**config.mk**
```make
export PLATFORM = sky130hd
export DESIGN_NAME = disparity_bram_arbiter
export DESIGN_NICKNAME = d
export VERILOG_FILES = /design/src/rtl/disparity_bram_arbiter.sv
export SDC_FILE = /design/constraint.sdc
export NUM_CORES = 1
export LEC_CHECK = 0
export ABC_AREA = 0
export ABC_CLOCK_PERIOD_IN_PS = 2200
export CAP_MARGIN = 20
export CELL_PAD_IN_SITES_DETAIL_PLACEMENT = 2
export CELL_PAD_IN_SITES_GLOBAL_PLACEMENT = 2
export CORE_MARGIN = 1
export CORE_UTILIZATION = 26
export CTS_CLUSTER_SIZE = 14
export DETAILED_ROUTE_END_ITERATION = 10
export PLACE_DENSITY_LB_ADDON = 0.08
export SYNTH_ARGS = -nofsm -noshare
export SYNTH_HDL_FRONTEND = slang
export SYNTH_SLANG_ARGS = --single-unit
```
**constraint.sdc**
```tcl
create_clock -name clk_in -period 2.2 [get_ports clk_in]
set_input_delay 0.44 -clock clk_in [delete_from_list [all_inputs] [get_ports clk_in]]
set_output_delay 0.44 -clock clk_in [all_outputs]
set_load 0.01 [all_outputs]
```
**src/rtl/disparity_bram_arbiter.sv**
```systemverilog
// Serializes stereo-engine writes and UART readout reads onto the shared disparity BRAM.
// Define DISP_ARB_WR_PRIO_EN for writer priority with a reader starvation limit.
module disparity_bram_arbiter #(
    parameter int ADDR_W       = 17,
    parameter int DATA_W       = 8,
    parameter int READ_LATENCY = 2,
    parameter int STARVE_LIMIT = 4
) (
    input  logic              clk_in,
    input  logic              rst_n_in,
    input  logic              wr_req_in,
    input  logic [ADDR_W-1:0] wr_addr_in,
    input  logic [DATA_W-1:0] wr_data_in,
    output logic              wr_ready_out,
    input  logic              rd_req_in,
    input  logic [ADDR_W-1:0] rd_addr_in,
    output logic              rd_ready_out,
    output logic              rd_valid_out,
    output logic [DATA_W-1:0] rd_data_out,
    output logic              rd_busy_out,
    output logic [ADDR_W-1:0] bram_addr_out,
    output logic              bram_we_out,
    output logic [DATA_W-1:0] bram_din_out,
    input  logic [DATA_W-1:0] bram_dout_in
);

    localparam int DEPTH = READ_LATENCY + 2;

    logic             conflict;
    logic             wr_wins;
    logic             wr_acc;
    logic             rd_acc;
    logic             rd_issue;
    logic [DEPTH-1:0] vpipe;
    logic [DATA_W-1:0] rd_dq;

    assign conflict = wr_req_in & rd_req_in;

`ifdef DISP_ARB_WR_PRIO_EN
    localparam int CNT_W = $clog2(STARVE_LIMIT + 1);
    logic [CNT_W-1:0] starve_cnt;

    assign wr_wins = (starve_cnt != CNT_W'(STARVE_LIMIT));

    always_ff @(posedge clk_in or negedge rst_n_in) begin
        if (!rst_n_in) begin
            starve_cnt <= '0;
        end else if (rd_acc) begin
            starve_cnt <= '0;
        end else if (conflict && wr_wins) begin
            starve_cnt <= starve_cnt + CNT_W'(1);
        end
    end
`else
    // 1 = reader took the previous conflict, so the writer takes the next
    logic last_grant_rd;

    assign wr_wins = last_grant_rd;

    always_ff @(posedge clk_in or negedge rst_n_in) begin
        if (!rst_n_in) begin
            last_grant_rd <= 1'b1;
        end else if (conflict) begin
            last_grant_rd <= ~wr_wins;
        end
    end
`endif

    // Readies are forced low while reset is held so no request is taken
    assign wr_ready_out = rst_n_in & (~rd_req_in | wr_wins);
    assign rd_ready_out = rst_n_in & (~wr_req_in | ~wr_wins);

    assign wr_acc = wr_req_in & wr_ready_out;
    assign rd_acc = rd_req_in & rd_ready_out;

    always_ff @(posedge clk_in or negedge rst_n_in) begin
        if (!rst_n_in) begin
            bram_addr_out <= '0;
            bram_din_out  <= '0;
            bram_we_out   <= 1'b0;
            rd_issue      <= 1'b0;
        end else begin
            bram_we_out <= wr_acc;
            rd_issue    <= rd_acc;
            if (wr_acc) begin
                bram_addr_out <= wr_addr_in;
                bram_din_out  <= wr_data_in;
            end else if (rd_acc) begin
                bram_addr_out <= rd_addr_in;
            end
        end
    end

    // douta for a read is sampled into rd_dq one edge before the strobe
    always_ff @(posedge clk_in or negedge rst_n_in) begin
        if (!rst_n_in) begin
            vpipe       <= '0;
            rd_dq       <= '0;
            rd_data_out <= '0;
        end else begin
            vpipe <= {vpipe[DEPTH-2:0], rd_issue};
            rd_dq <= bram_dout_in;
            if (vpipe[READ_LATENCY]) begin
                rd_data_out <= rd_dq;
            end
        end
    end

    assign rd_valid_out = vpipe[DEPTH-1];
    assign rd_busy_out  = |vpipe;

endmodule

```
# Word level (Yosys, flattened, before mapping)

Index checks and enable logic that the tools add are counted.

Bitwise logic cells: 10
Multiplexer cells: 2
Reduce and logical (&&, ||, !) cells: 2

Operator list:

| operator           | count |
|---|---|
| 17-bit two-way mux | 2 |
| 1-bit bitwise AND  | 5 |
| 4-bit OR reduction | 1 |
| 1-bit NOT          | 3 |
| 1-bit bitwise OR   | 2 |
| 2-bit nonzero test | 1 |

Word-level logic and storage cells: 22
Bits of input ports: 54
Output and inout bits: 38
Register bits after elaboration: 48

# Logic depth before layout (Yosys ltp)

Gate-level depths: netlist of run 1.

Depth in word-level cells: 6
Mapped depth: 5
Depth with buffers taken out: 3

# Worst setup path after synthesis of run 1

Ideal clock, no wire load.

Path kind: flip-flop to output port
Start: reg last_grant_rd
End: out wr_ready_out
Slack: 699 ps
Data required time: 1760 ps
Path buffers: 2
Stages on the path, launching flop included: 5
Data arrival time: 1061 ps
Path through: dfstp_2 > nand2b_1 > buf_4 > buf_6 > and2_1

Longest elaborated chain between the ends: 2

Ends and longest elaborated chain:

| element                | RTL line | text |
|---|---|---|
| from (decl)            | 56       | `logic last_grant_rd;` |
| from (signal assigned) | 64       | `last_grant_rd <= ~wr_wins;` |
| 1-bit bitwise OR       | 70       | `assign wr_ready_out = rst_n_in & (~rd_req_in \| wr_wins);` |
| 1-bit bitwise AND      | 70       |  |
| to (decl)              | 14       | `output logic wr_ready_out,` |

Every way passes these cells.

# Final worst setup path of run 1

Start: in wr_req_in
End: out rd_ready_out

Longest elaborated chain between the ends: 3

Ends and longest elaborated chain:

| element           | RTL line | text |
|---|---|---|
| from (decl)       | 11       | `input logic wr_req_in,` |
| 1-bit NOT         | 71       | `assign rd_ready_out = rst_n_in & (~wr_req_in \| ~wr_wins);` |
| 1-bit bitwise OR  | 71       |  |
| 1-bit bitwise AND | 71       |  |
| to (decl)         | 17       | `output logic rd_ready_out,` |

Every way passes these cells.

==> summary.md, run 1 <==
| Metric | Value |
|---|---|
| Run status | complete, no violations |
| Final Util | 43.9% |
| Initial core utilization | 27.5% |
| Final Slew Violations | 0 |
| Leading cell type in the layout, fill and taps excluded | clkdlybuf4s50_1 |
| CTS tree | yes |
| Family with the most delay on the worst path | buffers and inverters |
| Antenna Cells | 0 |
| Detail-routed net length per standard cell | 17.0 um |
| Post-Synth XOR/XNOR Area | 0.455% |
| Synthesized area | 0.00192 mm^2 |
| Clock-pin transition on the worst setup and hold timing paths | 0.08 ns |
| Synth Area in Compound Gates | 10.7% |
| CP dominant cell by count | clkdlybuf4s50_1 |
| Mux contribution to synthesized area | 10.9% |
| Critical Path AT | 1.61 ns |
| Area of the multi-input gates | 639 um^2 |
| First-pass GRT wire length | 9400 um |
| Critical Path RT | 1.76 ns |
| Drt drc | 0 |
| Worst Setup Start Kind | primary input |
| RSZ-0062 raised after global routing | false |
| Final layout net count | 304 |
| Share of the yosys chip area belonging to registers | 62.5% |
| Crit Path Max Fanout | 2 |
| Largest family of logic cells by synthesized area | simple AND/OR/NAND/NOR gates |
| Setup CP Type | in -> out |
| Area of the core | 0.00698 mm^2 |
| Worst slew pin tran | 0.519 ns |
| Finished Cell Area | 0.00307 mm^2 |
| Initial antenna violation count | 1 |
| Placed instance area | 0.00294 mm^2 |
| Clock buffer depth | 2 |
| Area Overhead vs Synth | 59.4% |
| Critical path cell sequence | clkdlybuf4s50_1 -> a21boi_1 -> clkdlybuf4s50_1 |
| CP endpoint kind | output port |
| Relative slew slack | 65.4% |
| Initial drt markers | 43 |
| Simple-gate portion of the synthesized area | 11.1% |
| Most frequent cells in the layout | 88 x clkdlybuf4s50_1, 47 x dfrtp_1, 17 x nand3_1, 17 x nor2_1, 17 x a31oi_1 |
| Die Wd | 88.0 um |
| Clock Skew | 0.00238 ns |
| Rows | 30 |
| Synth Instances | 155 |
| PD cells | 919 mW/mm^2 |
| F_max | 489 MHz |
| Layout cells sized above 1 | 14.8% |
| Final Hold Viols | 0 |
| Largest cells by area after synthesis | dfrtp_1 61%, mux2_4 6.2%, a31oi_1 5.5%, mux2_2 4.7%, nand3_1 4.4% |
| Final hold slack | 0.123 ns |
| Gr usage total | 16.3% |
| Total CTS buffers | 5 |
| Period minus WS final | 2.05 ns |
| WP buf/inv | 2 |
| # port buffers | 91 |
| Routed via count | 1580 |
| Worst hold path type | in -> async |
| Vias per cell | 4.57 |
| Seq cells post-synth | 48 |
| Fillers | 733 |
| Yosys top cell area share | 61.2% |
| Vias in the first global route | 1836 |
| GPL Wtd Cong | 0.706 |
| Pleak | 1.25 nW |
| Max H-tree Level | 2 |
| Clk_lat worst skew | 0.29 ns |
| Slowest cell on crit path | clkdlybuf4s50_1 |
| FF+latch area | 0.00120 mm^2 |
| Final setup fails | 0 |
| Setup tns final | 0 ns |
| Delay of the slowest critical-path stage | 0.56 ns |
| Grt ovf | 0 |
| Warning count from the yosys run | 0 |
| Worst vdd ir | 0.293 mV |
| Final WL | 5880 um |
| I/O pins | 92 |
| Post-DP HPWL | 4430 um |
| DIE HEIGHT | 88.0 um |
| Cell variety after synth | 22 |
| Avg Cell Area, Syn | 12.4 um^2 |
| Final ANT Viol Nets | 0 |
| Yosys top cell by area | dfrtp_1 |
| Die ar. | 0.00774 mm^2 |
| Hold buffers post-CTS | 0 |
| Overall power | 2.82 mW |
| Largest net degree at the start of global routing | 41 |
| Sink Count | 48 |
| Synthesized Nets | 209 |
| DRT Pass-1 Iters | 3 |
| Tcrit/Tclk final | 93.0% |
| Synth Area in Adders | 0% |
| Max-cap viol count | 0 |
| Clk root buf | clkbuf_8 |
## registers in the layout (all words and copies together) (netlist names)
register / cells
bram_addr_out: 17
bram_we_out: 1
vpipe: 4
rd_dq: 8
rd_issue: 1
rd_data_out: 8
bram_din_out: 8
last_grant_rd: 1
## what timing repair did
item / 4_1_cts / 5_1_grt
gates resized for setup: 1 / 1
pin swaps: 0 / 0
setup buffers: 0 / 0
endpoints found under the setup margin: 1 / 1
## cell families after synthesis
| logic type | count (synthesis) |
|---|---|
| AND/OR/NAND/NOR | 42 |
| XOR/XNOR | 1 |
| multiplexers | 16 |
| buffers and inverters | 12 |
| AO/OA/AOI/OAI | 36 |
| flip-flops | 48 |
## metrics by stage
stage / worst slack [ns] / std cells
finish: 0.153 / 346
global route: 0.0899 / 346
CTS: 0.00832 / 346
detailed placement: -0.0147 / 339
global placement: -0.0305 / 339
floorplan: 0.699 / 155
## path summary, 6_finish.rpt
kind | start | end | slack (ns) | cells past startpoint
worst max-delay path | wr_req_in | rd_ready_out | 0.15 | 3
worst min-delay path | rst_n_in | bram_addr_out[2] | 0.12 | 2
worst max register to register | last_grant_rd | bram_din_out[4] | 0.85 | 3
worst min register to register | rd_issue | vpipe[0] | 0.36 | 0
max in group asynchronous | rst_n_in | rd_data_out[6] | 1.56 | 2
min in group clk_in | rd_issue | vpipe[0] | 0.36 | 0
## power breakdown
group	leakage (nW)	internal, mW	total (mW)	switching, mW
registers	0.556	1.07	1.17	0.103
clock network	0.0642	0.447	0.732	0.285
logic	0.634	0.545	0.915	0.370
total	1.25	2.06	2.82	0.758
## cells in the mapped netlist (all sizes together)
| cell | number |
|---|---|
| a21boi | 1 |
| a31oi | 17 |
| and2 | 2 |
| buf | 12 |
| dfrtp | 47 |
| dfstp | 1 |
| mux2 | 16 |
| nand2 | 2 |
| nand2b | 1 |
| nand3 | 17 |
| nor2 | 18 |
| nor2b | 1 |
| o21a | 1 |
| o21ai | 17 |
| or4 | 1 |
| xnor2 | 1 |
## cell type report
cell class | count | share of cell area, %
Sequential cell | 48 | 39.2
Clock inverter | 2 | 1.96
Multi-Input combinational cell | 95 | 20.9
Timing Repair Buffer | 100 | 31.8
Clock buffer | 5 | 2.24
Tap cell | 96 | 3.92
## metal layers
| layer | vias to the layer above | track usage (%) | wire [um] |
|---|---|---|---|
| li1 | 733 | - | - |
| met3 | 7 | 5.09 | 431 |
| met4 | 2 | 4.02 | 58 |
| met2 | 55 | 30.4 | 3140 |
| met5 | - | 0 | 12 |
| met1 | 783 | 17.9 | 2230 |
Power figures use the tool's default switching activity.
==> run 2, diff against run 1 <==
--- a/config.mk
+++ b/config.mk
@@ -10,11 +10,12 @@
 export CAP_MARGIN = 20
 export CELL_PAD_IN_SITES_DETAIL_PLACEMENT = 2
 export CELL_PAD_IN_SITES_GLOBAL_PLACEMENT = 2
-export CORE_MARGIN = 1
+export CORE_MARGIN = 3
 export CORE_UTILIZATION = 26
 export CTS_CLUSTER_SIZE = 14
 export DETAILED_ROUTE_END_ITERATION = 10
 export PLACE_DENSITY_LB_ADDON = 0.08
+export SLEW_MARGIN = 20
 export SYNTH_ARGS = -nofsm -noshare
 export SYNTH_HDL_FRONTEND = slang
 export SYNTH_SLANG_ARGS = --single-unit
==> summary.md, run 2 (same netlist as run 1, synthesis figures left out) <==
| Metric | Value |
|---|---|
| Worst path depth | 3 |
| Area Overhead vs Synth | 58.2% |
| Max H-tree Level | 2 |
| Clk root buf | clkbuf_8 |
| Post-DP HPWL | 4730 um |
| Sequential power share | 44.2% |
| Worst setup path endpoint | rd_ready_out |
| Psw | 0.773 mW |
| Clk_lat worst skew | 0.30 ns |
| PD cells | 868 mW/mm^2 |
| First-pass GRT wire length | 9800 um |
| Worst slew pin tran | 0.509 ns |
| Internal | 1.87 mW |
| Post-CTS Resized | 1 |
| Critical Path RT | 1.76 ns |
| Delay of the slowest critical-path stage | 0.57 ns |
| GPL Wtd Cong | 0.727 |
| Critical Path AT | 1.62 ns |
| Run status | complete, no violations |
| Final setup fails | 0 |
| Reg2Reg Setup Slack | 0.82 ns |
| Clock power frac | 20.8% |
| Worst hold path type | in -> async |
| Power share of the combinational group | 35.1% |
| Initial antenna violation count | 0 |
| Final ANT Viol Nets | 0 |
| Sw Ratio | 29.3% |
| Gr usage total | 14.8% |
| RSZ-0062 raised after global routing | false |
| Pleak | 1.24 nW |
| Leading cell type in the layout, fill and taps excluded | clkdlybuf4s50_1 |
| Setup CP Type | in -> out |
| Hold buffers post-CTS | 0 |
| Detail-routed net length per standard cell | 17.6 um |
| Drt drc | 0 |
| Largest net degree at the start of global routing | 41 |
| Total CTS buffers | 5 |
| Clock Skew | 0.00839 ns |
| Slowest cell on crit path | clkdlybuf4s50_1 |
| Worst Setup SP | wr_req_in |
| Period minus WS final | 2.06 ns |
| Finished Cell Area | 0.00304 mm^2 |
| Relative slew slack | 66.1% |
| Die Wd | 92.0 um |
| Clock buffer depth | 2 |
| Clock-pin transition on the worst setup and hold timing paths | 0.09 ns |
| Crit Path Max Fanout | 2 |
| WP buf/inv | 2 |
| Family with the most delay on the worst path | buffers and inverters |
| Final Slew Violations | 0 |
| Vias in the first global route | 1894 |
| Setup Buffers After CTS | 0 |
| Antenna Cells | 0 |
| RR Endpoint | bram_addr_out[1] |
| Area of the core | 0.00698 mm^2 |
| Final Hold Viols | 0 |
| Top reg by flops | bram_addr_out |
| Max-cap viol count | 0 |
| Die ar. | 0.00846 mm^2 |
| DRT Pass-1 Iters | 3 |
| CTS tree | yes |
| F_max | 485 MHz |
| Most frequent cells in the layout | 88 x clkdlybuf4s50_1, 47 x dfrtp_1, 17 x nand3_1, 17 x nor2_1, 17 x a31oi_1 |
| Worst r2r src | last_grant_rd |
| Tcrit/Tclk final | 93.8% |
| Final WL | 6120 um |
| Grt ovf | 0 |
| I/O pins | 92 |
| R2R depth | 4 |
| # port buffers | 91 |
| Setup tns final | 0 ns |
| Largest register FFs | 17 |
| Layout cells sized above 1 | 15.5% |
| Fillers | 748 |
| Rows | 30 |
| DIE HEIGHT | 92.0 um |
| Critical path cell sequence | clkdlybuf4s50_1 -> a21boi_1 -> clkdlybuf4s50_1 |
| Sink Count | 48 |
| CP dominant cell by count | clkdlybuf4s50_1 |
| Worst vdd ir | 0.285 mV |
| Vias per cell | 4.63 |
| CP endpoint kind | output port |
| Final layout net count | 305 |
| Routed via count | 1610 |
| Initial core utilization | 27.5% |
| Worst Setup Start Kind | primary input |
| Initial drt markers | 22 |
| Placed instance area | 0.00294 mm^2 |
run 2: worst register-to-register path: stages, from the launching register on:
cell and delay (ns):
dfstp_2 0.40, nor2b_2 0.31, buf_4 0.29, o21ai_0 0.13, a31oi_1 0.18
run 2: cell type report:
cell class                      count  area (um^2)  share of cell area (%)
Clock buffer                        6         82.6                    2.71
Clock inverter                      2         15.0                   0.494
Multi-Input combinational cell     95          639                    21.0
Sequential cell                    48         1200                    39.5
Tap cell                           96          120                    3.95
Timing Repair Buffer              101          982                    32.3
run 2: power groups by stage:
| stage | Combinational, mW | Clock, mW | Sequential (mW) |
|---|---|---|---|
| CTS | 0.949 | 0.581 | 1.17 |
| global placement | 0.920 | 0 | 1.17 |
| floorplan | 0.346 | 0 | 1.25 |
| detailed placement | 0.946 | 0 | 1.19 |
| global route | 0.997 | 0.615 | 1.19 |
| finish | 0.925 | 0.548 | 1.17 |
run 2: worst min-delay path by stage:
stage,endpoint,startpoint,slack [ns],cells past startpoint
2_1_floorplan,bram_addr_out[0],rst_n_in,0.14,0
3_3_place_gp,vpipe[0],rd_issue,0.34,0
3_5_place_dp,vpipe[2],vpipe[1],0.36,0
4_1_cts,bram_addr_out[1],rst_n_in,0.15,2
5_1_grt,bram_addr_out[2],rst_n_in,0.15,2
6_report,bram_addr_out[1],rst_n_in,0.15,2
run 2: per-stage QoR:
| step | setup WS [ns] | utilization [%] | cells | power, mW | hold WS [ns] |
|---|---|---|---|---|---|
| finish | 0.137 | 43.6 | 348 | 2.64 | 0.147 |
| global route | 0.0698 | 43.6 | 348 | 2.81 | 0.147 |
| CTS | 0.0309 | 43.5 | 348 | 2.70 | 0.145 |
| detailed placement | 0.0566 | 42.2 | 340 | 2.14 | 0.359 |
| global placement | 0.0272 | 42.2 | 340 | 2.09 | 0.337 |
| floorplan | 0.699 | - | 155 | 1.59 | 0.144 |
run 2: routing by layer:
metal | part of all wire, % | wire (um) | vias up | GRT usage, %
met3 | 7.7 | 469 | 2 | 5.82
met2 | 53 | 3230 | 54 | 26.8
met4 | 0.47 | 29 | 0 | 3.47
met1 | 39 | 2390 | 817 | 16.3
li1 | - | - | 737 | -
met5 | 0 | 0 | - | 0
==> run 3, diff against run 2 <==
==> constraint.sdc (replaced) <==
create_clock -name clk_in -period 2.2 [get_ports clk_in]
set_input_delay 0.44 -clock clk_in [delete_from_list [all_inputs] [get_ports clk_in]]
set_output_delay 0.44 -clock clk_in [all_outputs]
set_load 0.05 [all_outputs]
==> summary.md, run 3 (same netlist as run 1, synthesis figures left out) <==
| Metric | Value |
|---|---|
| Sw Ratio | 39.8% |
| Setup tns final | 0 ns |
| Worst setup margin | 0.269 ns |
| Finished Cell Area | 0.00308 mm^2 |
| Total CTS buffers | 5 |
| Placed instance area | 0.00296 mm^2 |
| Family with the most delay on the worst path | buffers and inverters |
| Top reg by flops | bram_addr_out |
| Period minus WS final | 1.93 ns |
| Final setup fails | 0 |
| Clock Skew | 0.00486 ns |
| Critical Path AT | 1.49 ns |
| CP endpoint kind | output port |
| Final layout net count | 305 |
| DRT Pass-1 Iters | 4 |
| Setup CP Type | reg -> out |
| # port buffers | 91 |
| Detail-routed net length per standard cell | 17.4 um |
| Max-cap viol count | 0 |
| Worst vdd ir | 0.277 mV |
| Dpl ws | 0.207 ns |
| Layout cells sized above 1 | 16.7% |
| Clock power frac | 19.7% |
| Fillers | 734 |
| CTS tree | yes |
| Reg2Reg Setup Slack | 0.83 ns |
| F_max | 518 MHz |
| Crit Path Max Fanout | 2 |
| RR Endpoint | bram_addr_out[13] |
| Worst hold path type | in -> async |
| Post-CTS Resized | 0 |
| GPL Wtd Cong | 0.755 |
| I/O pins | 92 |
| Relative slew slack | 64.0% |
| Most frequent cells in the layout | 87 x clkdlybuf4s50_1, 47 x dfrtp_1, 17 x nand3_1, 17 x nor2_1, 17 x a31oi_1 |
| Routed via count | 1583 |
| Worst r2r src | last_grant_rd |
| Die Wd | 92.0 um |
| Delay of the slowest critical-path stage | 0.83 ns |
| Worst Setup Start Kind | register |
| Sequential power share | 36.0% |
| Worst setup path endpoint | bram_addr_out[14] |
| Die ar. | 0.00846 mm^2 |
| Clk root buf | clkbuf_8 |
| Clk_lat worst skew | 0.29 ns |
| Worst Setup SP | bram_addr_out[14] |
| Sink Count | 48 |
| Hold buffers post-CTS | 0 |
| Gr usage total | 14.8% |
| Vias per cell | 4.55 |
| Antenna Cells | 0 |
| Rows | 30 |
| Final WL | 6050 um |
| Initial antenna violation count | 0 |
| Grt ovf | 0 |
| Worst slew pin tran | 0.539 ns |
| Clock-pin transition on the worst setup and hold timing paths | 0.09 ns |
| RSZ-0062 raised after global routing | false |
| DIE HEIGHT | 92.0 um |
| Run status | complete, no violations |
| Largest net degree at the start of global routing | 41 |
| Clock buffer depth | 2 |
| Largest register FFs | 17 |
| Critical Path RT | 1.76 ns |
| Slowest cell on crit path | clkdlybuf4s50_1 |
| Drt drc | 0 |
| First-pass GRT wire length | 9760 um |
| Initial core utilization | 27.5% |
| Vias in the first global route | 1874 |
| Final ANT Viol Nets | 0 |
| Psw | 1.30 mW |
| Area Overhead vs Synth | 59.9% |
| WP buf/inv | 1 |
| Setup Buffers After CTS | 0 |
| Internal | 1.97 mW |
| PD cells | 1060 mW/mm^2 |
| Leading cell type in the layout, fill and taps excluded | clkdlybuf4s50_1 |
| Final Slew Violations | 0 |
| Worst path depth | 1 |
| Area of the core | 0.00698 mm^2 |
| Critical path cell sequence | clkdlybuf4s50_1 |
| Pleak | 1.25 nW |
| Power share of the combinational group | 44.3% |
| Tcrit/Tclk final | 87.8% |
| Initial drt markers | 21 |
| R2R depth | 4 |
| Final Util | 44.1% |
| Final Hold Viols | 0 |
| Max H-tree Level | 2 |
| Post-DP HPWL | 4790 um |
[run 3: worst min-delay path by stage]
| stage | end | depth (start not counted) | from | slack, ns |
|---|---|---|---|---|
| floorplan | bram_addr_out[0] | 0 | rst_n_in | 0.14 |
| global placement | vpipe[0] | 0 | rd_issue | 0.34 |
| detailed placement | vpipe[0] | 0 | rd_issue | 0.35 |
| CTS | bram_addr_out[1] | 2 | rst_n_in | 0.07 |
| global route | bram_addr_out[1] | 2 | rst_n_in | 0.07 |
| finish | bram_addr_out[1] | 2 | rst_n_in | 0.08 |
[run 3: layout make-up]
type | count | area [um^2] | share of cell area, %
Clock inverter | 3 | 46.3 | 1.51
Tap cell | 96 | 120 | 3.91
Timing Repair Buffer | 101 | 998 | 32.5
Sequential cell | 48 | 1200 | 39.1
Clock buffer | 5 | 68.8 | 2.24
Multi-Input combinational cell | 95 | 639 | 20.8
[run 3: metrics by stage]
stage / power [mW] / instances / hold WS (ns)
after global routing: 3.44 / 348 / 0.0705
after floorplan: 2.10 / 155 / 0.144
final: 3.28 / 348 / 0.0769
after CTS: 3.33 / 348 / 0.0658
after detailed placement: 2.67 / 340 / 0.346
after global placement: 2.62 / 340 / 0.336
[run 3: per-layer routing]
| layer | track usage [%] | wire length, um |
|---|---|---|
| met5 | 0 | 0 |
| met4 | 4.58 | 106 |
| met3 | 4.59 | 400 |
| met2 | 27.1 | 3190 |
| met1 | 16.3 | 2350 |
[run 3: power by group through the flow]
stage	clock network [mW]	registers [mW]	logic (mW)
after floorplan	0	1.72	0.381
after global placement	0	1.18	1.43
after detailed placement	0	1.20	1.47
after CTS	0.678	1.18	1.47
after global routing	0.715	1.21	1.52
final	0.647	1.18	1.45
